`config.mk`:
```
export PLATFORM = sky130hd
export DESIGN_NAME = onchip_load_sequencer_flat
export DESIGN_NICKNAME = d
export VERILOG_FILES = /design/src/rtl/onchip_load_sequencer_if.sv /design/src/rtl/onchip_load_sequencer.sv /design/src/flat_wrapper.sv
export SDC_FILE = /design/constraint.sdc
export NUM_CORES = 1
export LEC_CHECK = 0
export CAP_MARGIN = 15
export CORE_ASPECT_RATIO = 0.9
export CORE_MARGIN = 4
export CORE_UTILIZATION = 28
export CTS_BUF_LIST = sky130_fd_sc_hd__clkbuf_16
export CTS_CLUSTER_DIAMETER = 40
export DETAILED_ROUTE_END_ITERATION = 12
export PLACE_DENSITY_LB_ADDON = 0.05
export SYNTH_ARGS = -nofsm -noshare
export SYNTH_HDL_FRONTEND = slang
export SYNTH_SLANG_ARGS = --single-unit
```
`constraint.sdc`:
```
create_clock -name clk -period 6.55 [get_ports clk]
set_input_delay 1.6375 -clock clk [delete_from_list [all_inputs] [get_ports clk]]
set_output_delay 1.6375 -clock clk [all_outputs]
set_load 0.02 [all_outputs]
```
`src/rtl/onchip_load_sequencer_if.sv`:
```
`default_nettype none
// ============================================================================
//  Module   : onchip_load_sequencer_if
//  Brief    : Handshake / address bundle between a load controller, the
//             off-chip/on-chip RAM pair and onchip_load_sequencer.
//             Optional macro LOAD_SRC_STRIDE_EN adds the SrcStride signal.
//  Revision : 1.0  initial release
// ============================================================================
interface onchip_load_sequencer_if #(
    parameter int ADDRESS_WIDTH = 32,
    parameter int LEN_WIDTH     = 16
);
    logic                     Start;
    logic [ADDRESS_WIDTH-1:0] SrcBase;
    logic [ADDRESS_WIDTH-1:0] DstBase;
    logic [LEN_WIDTH-1:0]     Length;
    logic                     Stall;
`ifdef LOAD_SRC_STRIDE_EN
    logic [ADDRESS_WIDTH-1:0] SrcStride;
`endif
    logic [ADDRESS_WIDTH-1:0] Off_RAddr;
    logic [ADDRESS_WIDTH-1:0] On_WAddr;
    logic                     On_WEn;
    logic                     Busy;
    logic                     Done;

`ifdef LOAD_SRC_STRIDE_EN
    // Controller side: starts transfers, observes RAM addresses and status
    modport master (
        output Start, SrcBase, DstBase, Length, Stall, SrcStride,
        input  Off_RAddr, On_WAddr, On_WEn, Busy, Done
    );
    // Sequencer side
    modport slave (
        input  Start, SrcBase, DstBase, Length, Stall, SrcStride,
        output Off_RAddr, On_WAddr, On_WEn, Busy, Done
    );
`else
    // Controller side: starts transfers, observes RAM addresses and status
    modport master (
        output Start, SrcBase, DstBase, Length, Stall,
        input  Off_RAddr, On_WAddr, On_WEn, Busy, Done
    );
    // Sequencer side
    modport slave (
        input  Start, SrcBase, DstBase, Length, Stall,
        output Off_RAddr, On_WAddr, On_WEn, Busy, Done
    );
`endif
endinterface
`default_nettype wire

```
`src/rtl/onchip_load_sequencer.sv`:
```
`default_nettype none
// ============================================================================
//  Module   : onchip_load_sequencer
//  Brief    : Copies one tile of Length words from an off-chip RAM to an
//             on-chip RAM. Drives the off-chip read address and a delayed
//             on-chip write address/enable that lines up with the off-chip
//             RAM's registered read data (READ_LATENCY cycles later).
//             Optional macro LOAD_SRC_STRIDE_EN: strided source addressing.
//  Revision : 1.0  initial release
// ============================================================================
module onchip_load_sequencer #(
    parameter int ADDRESS_WIDTH = 32,
    parameter int LEN_WIDTH     = 16,
    parameter int READ_LATENCY  = 1     // legal range 1..4
) (
    input  wire logic               clk,
    input  wire logic               aclr,
    onchip_load_sequencer_if.slave  bus
);

    typedef enum logic [1:0] {
        IDLE  = 2'd0,
        ISSUE = 2'd1,
        DRAIN = 2'd2,
        DONE  = 2'd3
    } state_t;

    state_t                   r_state;
    state_t                   w_state_nxt;
    logic                     w_accept;
    logic                     w_issue;

    logic [ADDRESS_WIDTH-1:0] r_dst_base;
    logic [LEN_WIDTH-1:0]     r_len;
    logic [LEN_WIDTH-1:0]     r_cnt;
    logic [ADDRESS_WIDTH-1:0] w_src_addr;
    logic [ADDRESS_WIDTH-1:0] w_dst_addr;

    // Stage 0 is the issue register; further stages cover the extra RAM latency
    logic [READ_LATENCY-1:0]  r_vld;
    logic [ADDRESS_WIDTH-1:0] r_daddr [READ_LATENCY];

    logic [ADDRESS_WIDTH-1:0] r_off_raddr;
    logic [ADDRESS_WIDTH-1:0] r_on_waddr;
    logic                     r_on_wen;

    assign w_dst_addr = r_dst_base + ADDRESS_WIDTH'(r_cnt);

    // State register
    always_ff @(posedge clk or negedge aclr) begin
        if (!aclr) begin
            r_state <= IDLE;
        end else begin
            r_state <= w_state_nxt;
        end
    end

    // Next-state decode plus accept/issue strobes
    always_comb begin
        w_state_nxt = r_state;
        w_accept    = 1'b0;
        w_issue     = 1'b0;
        case (r_state)
            IDLE: begin
                if (bus.Start) begin
                    w_accept    = 1'b1;
                    w_state_nxt = (bus.Length != '0) ? ISSUE : DONE;
                end
            end
            ISSUE: begin
                if (!bus.Stall) begin
                    w_issue = 1'b1;
                    if (r_cnt == r_len - LEN_WIDTH'(1)) begin
                        w_state_nxt = DRAIN;
                    end
                end
            end
            DRAIN: begin
                // The last stage's valid becomes next cycle's On_WEn, so an
                // empty delay line means the final write is happening now and
                // Done lands on the cycle right after it.
                if (r_vld == '0) begin
                    w_state_nxt = DONE;
                end
            end
            DONE: begin
                w_state_nxt = IDLE;
            end
            default: begin
                w_state_nxt = IDLE;
            end
        endcase
    end

    // Transfer parameters and word counter
    always_ff @(posedge clk or negedge aclr) begin
        if (!aclr) begin
            r_dst_base <= '0;
            r_len      <= '0;
            r_cnt      <= '0;
        end else if (w_accept) begin
            r_dst_base <= bus.DstBase;
            r_len      <= bus.Length;
            r_cnt      <= '0;
        end else if (w_issue) begin
            r_cnt      <= r_cnt + LEN_WIDTH'(1);
        end
    end

`ifdef LOAD_SRC_STRIDE_EN
    logic [ADDRESS_WIDTH-1:0] r_src_acc;
    logic [ADDRESS_WIDTH-1:0] r_stride;

    // Source address accumulator, advanced by the stride on every issue
    always_ff @(posedge clk or negedge aclr) begin
        if (!aclr) begin
            r_src_acc <= '0;
            r_stride  <= '0;
        end else if (w_accept) begin
            r_src_acc <= bus.SrcBase;
            r_stride  <= bus.SrcStride;
        end else if (w_issue) begin
            r_src_acc <= r_src_acc + r_stride;
        end
    end

    assign w_src_addr = r_src_acc;
`else
    logic [ADDRESS_WIDTH-1:0] r_src_base;

    // Latched source base; contiguous source addresses come from the counter
    always_ff @(posedge clk or negedge aclr) begin
        if (!aclr) begin
            r_src_base <= '0;
        end else if (w_accept) begin
            r_src_base <= bus.SrcBase;
        end
    end

    assign w_src_addr = r_src_base + ADDRESS_WIDTH'(r_cnt);
`endif

    // Read issue and destination delay line; shifts every cycle so stalls
    // insert bubbles instead of freezing reads already in flight
    always_ff @(posedge clk or negedge aclr) begin
        if (!aclr) begin
            r_off_raddr <= '0;
            r_vld       <= '0;
            for (int i = 0; i < READ_LATENCY; i++) begin
                r_daddr[i] <= '0;
            end
        end else begin
            r_vld[0] <= w_issue;
            if (w_issue) begin
                r_off_raddr <= w_src_addr;
                r_daddr[0]  <= w_dst_addr;
            end
            for (int i = 1; i < READ_LATENCY; i++) begin
                r_vld[i]   <= r_vld[i-1];
                r_daddr[i] <= r_daddr[i-1];
            end
        end
    end

    // On-chip write port; address holds its last value between writes
    always_ff @(posedge clk or negedge aclr) begin
        if (!aclr) begin
            r_on_wen   <= 1'b0;
            r_on_waddr <= '0;
        end else begin
            r_on_wen <= r_vld[READ_LATENCY-1];
            if (r_vld[READ_LATENCY-1]) begin
                r_on_waddr <= r_daddr[READ_LATENCY-1];
            end
        end
    end

    assign bus.Off_RAddr = r_off_raddr;
    assign bus.On_WAddr  = r_on_waddr;
    assign bus.On_WEn    = r_on_wen;
    assign bus.Busy      = (r_state != IDLE);
    assign bus.Done      = (r_state == DONE);

endmodule
`default_nettype wire

```
`src/flat_wrapper.sv`:
```
// flat-port wrapper written by rule: the top's interface ports become plain ports
module onchip_load_sequencer_flat 
#(
    parameter int ADDRESS_WIDTH = 32,
    parameter int LEN_WIDTH     = 16,
    parameter int READ_LATENCY  = 1                        
)
  (clk, aclr, bus_Start, bus_SrcBase, bus_DstBase, bus_Length, bus_Stall, bus_Off_RAddr, bus_On_WAddr, bus_On_WEn, bus_Busy, bus_Done);
  onchip_load_sequencer_if #(.ADDRESS_WIDTH(ADDRESS_WIDTH), .LEN_WIDTH(LEN_WIDTH)) bus_i ();
  input  wire logic clk;
  input  wire logic aclr;
  input wire logic [$bits(bus_i.Start)-1:0] bus_Start;
  input wire logic [$bits(bus_i.SrcBase)-1:0] bus_SrcBase;
  input wire logic [$bits(bus_i.DstBase)-1:0] bus_DstBase;
  input wire logic [$bits(bus_i.Length)-1:0] bus_Length;
  input wire logic [$bits(bus_i.Stall)-1:0] bus_Stall;
  output wire logic [$bits(bus_i.Off_RAddr)-1:0] bus_Off_RAddr;
  output wire logic [$bits(bus_i.On_WAddr)-1:0] bus_On_WAddr;
  output wire logic [$bits(bus_i.On_WEn)-1:0] bus_On_WEn;
  output wire logic [$bits(bus_i.Busy)-1:0] bus_Busy;
  output wire logic [$bits(bus_i.Done)-1:0] bus_Done;
  assign bus_i.Start = bus_Start;
  assign bus_i.SrcBase = bus_SrcBase;
  assign bus_i.DstBase = bus_DstBase;
  assign bus_i.Length = bus_Length;
  assign bus_i.Stall = bus_Stall;
  assign bus_Off_RAddr = bus_i.Off_RAddr;
  assign bus_On_WAddr = bus_i.On_WAddr;
  assign bus_On_WEn = bus_i.On_WEn;
  assign bus_Busy = bus_i.Busy;
  assign bus_Done = bus_i.Done;
  onchip_load_sequencer #(.ADDRESS_WIDTH(ADDRESS_WIDTH), .LEN_WIDTH(LEN_WIDTH), .READ_LATENCY(READ_LATENCY)) u_core (.clk(clk), .aclr(aclr), .bus(bus_i));
endmodule
```
==> flow_summary_export.csv, run 1 <==
group,metric,value,unit
timing,finalCritPeriodShare,58.0,%
pwr,irDropWorstVdd,0.185,mV
setup_path,critPathRequiredTime,6.84,ns
pwr,leakagePower,5.68,nW
setup_path,cp_cell_sequence,"clkdlybuf4s50_1, nand2b_4, clkinv_1, nand3_1, nor2_1, nand2_1, xor2_1, nor2_1",
cells_and_area,num_antenna_cells,0,
drt,drt-total-wl,28900,microns
clock_tree,postCtsSetupBuffers,0,
logic_synthesis,yosys_most_used_dff,"dfrtp_1",
logic_synthesis,syn_avg_cell_area,9.16,sq um
drt,final_antenna_net_count,0,
setup_path,critPathMaxFanout,55,
timing,final_max_slew_viol_count,0,
logic_synthesis,synthTopCellsByCount,"327 x nand2_1, 196 x dfrtp_1, 80 x o21ai_0",
cells_and_area,area_growth,25.4,%
setup_path,worst-r2r-cell-count,10,
timing,fmax,263,MHz
clock_tree,cts_tree,"done",
drt,post-route-drc-count,0,
clock_tree,cts.path.max_buffers,2,
placed_design,place.gp.congestion,0.756,
setup_path,r2r-end,"u_core.r_daddr[24]$_DFFE_PN0P_",
global_routing,grtUsageTotal,15.0,%
logic_synthesis,synth_cell_type_count,55,
logic_synthesis,synth_top_area_share,48.5,%
global_routing,antenna_found_initial,1,
placed_design,post-dp-hpwl,20900,microns
job,maxCapViolations,0,
floorplan,initial_utilization,28.6,%
setup_path,cpMostUsedCell,"nor2_1",
setup_path,critPathLaunchType,"primary input",
clock_tree,clock_sinks,196,
floorplan,placementRows,65,
pwr,fin_total_pwr,0.00540,W
clock_tree,cts_root_buf,"clkbuf_16",
setup_path,cpLargestDelayFamily,"buffers and inverters",
logic_synthesis,syn-num-nets,1228,
logic_synthesis,synth_edf_count,0,
timing,period_minus_slack,3.80,ns
global_routing,met1_usage,21.7,%
worst_hold_path,worst_hold_path.endpoint,"u_core.r_daddr[10]$_DFFE_PN0P_",
outcome,status,"finished clean",
clock_tree,cts-buffers-inserted,17,
global_routing,grt_pass1_wl,46600,microns
logic_synthesis,synth-seq-cells,196,
global_routing,busiest_layer,"met2",
setup_path,r2r_start,"u_core.r_cnt[0]$_DFFE_PN0P_",
clock_tree,clock_latency,0.45,ns
placed_design,io_buffers,150,
floorplan,dieArea,39200,sq um
setup_path,cp_slowest_cell,"clkinv_1",
global_routing,globalRouteOverflowTotal,0,
setup_path,critical-path-max-stage-delay,0.66,ns
global_routing,use_met2,23.6,%
floorplan,num_io_pins,151,
worst_hold_path,holdCritStartpoint,"u_core.r_daddr[10]$_DFFE_PN0P_",
setup_path,cp-end-kind,"flop",
cells_and_area,fillCellCount,3700,
logic_synthesis,ys_warn_count,0,
drt,drtPass1Iterations,5,
floorplan,coreArea,35400,sq um
timing,rsz0062_at_grt,"no",
global_routing,grt_max_degree,111,
drt,drt_iter0_drc,427,
worst_hold_path,hold_path_depth,2,
drt,vias_per_cell,4.59,
global_routing,grt_pass1_vias,7991,
setup_path,path_buf_inv,2,
floorplan,die_h,188,microns
logic_synthesis,synthTopCellsByArea,"dfrtp_1 49%, nand2_1 12%, ha_1 4.8%",
logic_synthesis,synth.most_common_cell,"nand2_1",
timing,setup_tns,0,ns
setup_path,regToRegSetupSlack,3.39,ns
clock_tree,path_clk_slew,0.08,ns
timing,setup_violations,0,
clock_tree,ctsHoldBuffers,0,
drt,wl_per_cell,16.9,microns
worst_hold_path,hold_class,"reg -> reg",
cells_and_area,drive_above_1_share,6.83,%
cells_and_area,final_nets,1357,
drt,num_vias,7865,
global_routing,gr-usage-met3,2.85,%
timing,worstMarginPinSlew,0.987,ns
clock_tree,ctsHtreeMaxLevel,4,
logic_synthesis,synthArstFlopShare,100,%
setup_path,path_class,"in -> reg",
clock_tree,post_cts_resized,0,
timing,slew_headroom,34.2,%
logic_synthesis,yosysTopAreaCell,"dfrtp_1",
logic_synthesis,syn_inst,1103,
timing,finalClockSkew,0.0124,ns
logic_synthesis,seq_area_frac_synth,48.5,%
floorplan,chipWidth,208,microns
logic_synthesis,mappedNetlistArea,10100,sq um
pwr,powerDensity,426,nW/um^2
setup_path,cp_data_arrival_time,4.09,ns
timing,hold_viol_final,0,
## cells by family (layout without fill, tap and decap cells)
logic type | Yosys count | after routing | synth area share (%)
AND/OR/NAND/NOR | 478 | 478 | 20.4
flip-flops | 196 | 196 | 48.5
AO/OA/AOI/OAI | 189 | 189 | 11.4
XOR/XNOR | 85 | 85 | 7.36
buffers and inverters | 75 | 217 | 2.80
adder cells (fa/ha/maj) | 41 | 41 | 5.22
multiplexers | 39 | 39 | 4.28
## cell type report
class / instances / area [sq um] / area share, %
clock inverter: 15 / 159 / 1.25
tap: 469 / 587 / 4.63
inverter: 30 / 113 / 0.888
clock buffer: 17 / 425 / 3.36
multi-input combinational: 832 / 4930 / 38.9
sequential: 196 / 4900 / 38.7
timing repair buffer: 155 / 1560 / 12.3
## worst register-to-register path: stages, from the launching register on
cell,delay (ns)
dfrtp_1,0.52
ha_1,0.29
inv_1,0.07
fa_1,0.20
nor2b_1,0.06
o31a_1,0.27
o31a_1,0.30
o211ai_1,0.70
a21boi_0,0.25
xnor2_1,0.26
o21ai_0,0.10
## routing by layer
layer | wire length [microns] | vias to the layer above | part of all wire, %
met5 | 0 | - | 0
met4 | 218 | 0 | 0.75
met3 | 894 | 10 | 3.1
met2 | 13400 | 100 | 46
li1 | - | 4005 | -
met1 | 14400 | 3750 | 50
## power breakdown
part | switching, W | internal [W] | total, W
clock | 0.000546 | 0.000515 | 0.00106
combinational | 0.00121 | 0.000980 | 0.00219
sequential | 0.000426 | 0.00172 | 0.00215
## flip-flops by register name (all words and copies together) (netlist names)
signal and cells:
u_core.bus.Off_RAddr 32, u_core.bus.On_WAddr 32, u_core.bus.On_WEn 1, u_core.r_cnt 16, u_core.r_daddr 32, u_core.r_dst_base 32
u_core.r_len 16, u_core.r_src_base 32, u_core.r_state 2, u_core.r_vld 1
## metrics by stage
stage | std cells | area, sq um | hold WS [ns] | utilization (%) | setup slack, ns
after CTS | 1714 | 12700 | 0.477 | 35.8 | 2.67
final | 1714 | 12700 | 0.471 | 35.8 | 2.75
after floorplan | 1103 | 10100 | 0.352 | - | 3.51
after detailed placement | 1682 | 12100 | 0.455 | 34.2 | 2.19
after global routing | 1714 | 12700 | 0.504 | 35.8 | 2.43
after global placement | 1682 | 12100 | 0.460 | 34.2 | 2.21
## placed cells by master, fill, tap and decap left out, drive strengths merged, types with 34 or more instances in the layout
| master | n |
|---|---|
| nand2 | 328 |
| dfrtp | 196 |
| clkdlybuf4s50 | 149 |
| o21ai | 82 |
| xor2 | 47 |
| a21oi | 42 |
| nor2 | 41 |
| inv | 40 |
| ha | 39 |
| xnor2 | 38 |
| mux2 | 34 |
## worst max-delay path by stage
stage | from | endpoint | cells past startpoint
6_report | bus_Stall | u_core.r_cnt[8]$_DFFE_PN0P_ | 8
5_1_grt | bus_Stall | u_core.r_cnt[8]$_DFFE_PN0P_ | 8
2_1_floorplan | bus_Stall | u_core.r_cnt[11]$_DFFE_PN0P_ | 6
4_1_cts | bus_Stall | u_core.r_cnt[8]$_DFFE_PN0P_ | 8
3_5_place_dp | bus_Stall | u_core.r_cnt[8]$_DFFE_PN0P_ | 8
3_3_place_gp | bus_Stall | u_core.r_cnt[8]$_DFFE_PN0P_ | 8
(Power assumes the default switching activity.)
==> run 2: changes to the inputs <==
==> constraint.sdc (replaced) <==
create_clock -name clk -period 3.48 [get_ports clk]
set_input_delay 0.87 -clock clk [delete_from_list [all_inputs] [get_ports clk]]
set_output_delay 0.87 -clock clk [all_outputs]
set_load 0.02 [all_outputs]
==> flow_summary_export.csv, run 2 (same netlist as run 1, synthesis figures left out) <==
group,metric,value,unit
cells_and_area,final_nets,1366,
cells_and_area,regArea,4900,sq um
timing,worstMarginPinSlew,0.796,ns
cells_and_area,final_common_cell,"nand2_1",
outcome,status,"finished clean",
cells_and_area,num_antenna_cells,0,
setup_path,critPathLaunchType,"flop",
pwr,fin_total_pwr,0.0104,W
worst_hold_path,hold_class,"in -> async",
floorplan,coreArea,35400,sq um
drt,drt-total-wl,29400,microns
setup_path,critPathRequiredTime,3.87,ns
clock_tree,cts.path.max_buffers,2,
setup_path,worst-r2r-cell-count,7,
clock_tree,post_cts_resized,0,
timing,slew_headroom,46.9,%
drt,drtPass1Iterations,4,
placed_design,post-dp-hpwl,21900,microns
global_routing,globalRouteOverflowTotal,0,
floorplan,num_io_pins,151,
placed_design,place.gp.congestion,0.781,
clock_tree,cts-buffers-inserted,17,
setup_path,cp-end-kind,"flop",
timing,setup_tns,0,ns
clock_tree,clock_latency,0.46,ns
setup_path,cp_num_cells,7,
clock_tree,cts_tree,"done",
drt,final_antenna_net_count,0,
setup_path,r2r-end,"u_core.r_daddr[31]$_DFFE_PN0P_",
timing,period_minus_slack,2.92,ns
global_routing,grtUsageTotal,15.2,%
drt,num_vias,8017,
clock_tree,ctsHtreeMaxLevel,4,
timing,final_max_slew_viol_count,0,
drt,post-route-drc-count,0,
cells_and_area,area_growth,26.9,%
setup_path,critical-path-max-stage-delay,0.56,ns
clock_tree,ctsHoldBuffers,0,
drt,vias_per_cell,4.65,
setup_path,critPathMaxFanout,8,
placed_design,io_buffers,150,
setup_path,cp_data_arrival_time,3.31,ns
cells_and_area,multi_input_area,4930,sq um
clock_tree,postCtsSetupBuffers,0,
pwr,powerDensity,811,nW/um^2
setup_path,cp_cell_sequence,"ha_1, and4_1, nand3_2, a2111oi_4, o2111ai_2, or4_1, nand3_1",
drt,wl_per_cell,17.0,microns
floorplan,initial_utilization,28.6,%
drt,drt_iter0_drc,385,
timing,setup_violations,0,
timing,rsz0062_at_grt,"no",
cells_and_area,drive_above_1_share,7.58,%
pwr,leakagePower,5.76,nW
global_routing,grt_pass1_wl,47500,microns
floorplan,placementRows,65,
floorplan,die_h,188,microns
setup_path,cpLargestDelayFamily,"simple AND/OR/NAND/NOR gates",
floorplan,chipWidth,208,microns
setup_path,regToRegSetupSlack,0.56,ns
timing,fmax,342,MHz
job,maxCapViolations,0,
clock_tree,clock_sinks,196,
global_routing,antenna_found_initial,0,
global_routing,grt_max_degree,75,
setup_path,path_buf_inv,0,
pwr,irDropWorstVdd,0.351,mV
clock_tree,path_clk_slew,0.08,ns
timing,hold_viol_final,0,
timing,hold_ws,0.355,ns
setup_path,r2r_start,"u_core.r_cnt[8]$_DFFE_PN0P_",
clock_tree,cts_root_buf,"clkbuf_16",
floorplan,dieArea,39200,sq um
timing,finalCritPeriodShare,83.9,%
global_routing,grt_pass1_vias,8055,
setup_path,path_class,"reg -> reg",
cells_and_area,final_cell_mix,"326 x nand2_1, 196 x dfrtp_1, 149 x clkdlybuf4s50_1",
setup_path,cp_slowest_cell,"a2111oi_4",
timing,finalClockSkew,0.0154,ns
cells_and_area,fillCellCount,3670,
-- run 2: metal layers --
metal	global-route usage (%)	routed length, microns	vias to the layer above
met5	0	0	-
met4	2.70	227	0
met3	2.88	841	12
met2	23.6	13500	97
met1	22.5	14800	3874
li1	-	-	4034
-- run 2: worst register-to-register path, delay by kind of cell (launching register included) --
family / cells / cell delay [ns]
adders and majority gates: 1 / 0.48
AOI/OAI and AO/OA: 2 / 0.86
and+or+nand+nor: 4 / 1.01
DFF: 1 / 0.52
-- run 2: worst max path at each step --
| stage | startpoint | to | slack (ns) |
|---|---|---|---|
| 2_1_floorplan | u_core.r_len[0]$_DFFE_PN0P_ | u_core.r_state[0]$_DFFE_PN0P_ | 0.97 |
| 3_3_place_gp | bus_Start | u_core.r_state[0]$_DFFE_PN0P_ | 0.54 |
| 3_5_place_dp | bus_Start | u_core.r_state[0]$_DFFE_PN0P_ | 0.55 |
| 4_1_cts | u_core.r_cnt[8]$_DFFE_PN0P_ | u_core.r_daddr[31]$_DFFE_PN0P_ | 0.56 |
| 5_1_grt | u_core.r_cnt[3]$_DFFE_PN0P_ | u_core.r_daddr[31]$_DFFE_PN0P_ | 0.36 |
| 6_report | u_core.r_cnt[8]$_DFFE_PN0P_ | u_core.r_daddr[31]$_DFFE_PN0P_ | 0.56 |
-- run 2: final cells by class --
type	count	share of cell area [%]
Clock buffer	17	3.32
Clock inverter	15	1.60
Inverter	30	0.878
Multi-Input combinational cell	832	38.5
Sequential cell	196	38.2
Tap cell	469	4.57
Timing Repair Buffer	164	12.9
-- run 2: where the power goes --
group          internal (W)  total (W)  switching [W]  leakage [nW]
clock               0.00105    0.00212        0.00107         0.308
combinational       0.00190    0.00422        0.00232          2.96
sequential          0.00324    0.00406       0.000814          2.49
-- run 2: through the flow --
| stage | util (%) | instances | setup slack, ns | instance area [sq um] |
|---|---|---|---|---|
| floorplan | - | 1103 | 0.966 | 10100 |
| global placement | 34.5 | 1691 | 0.536 | 12200 |
| detailed placement | 34.5 | 1691 | 0.550 | 12200 |
| CTS | 36.3 | 1723 | 0.562 | 12800 |
| global route | 36.3 | 1723 | 0.362 | 12800 |
| finish | 36.3 | 1723 | 0.560 | 12800 |
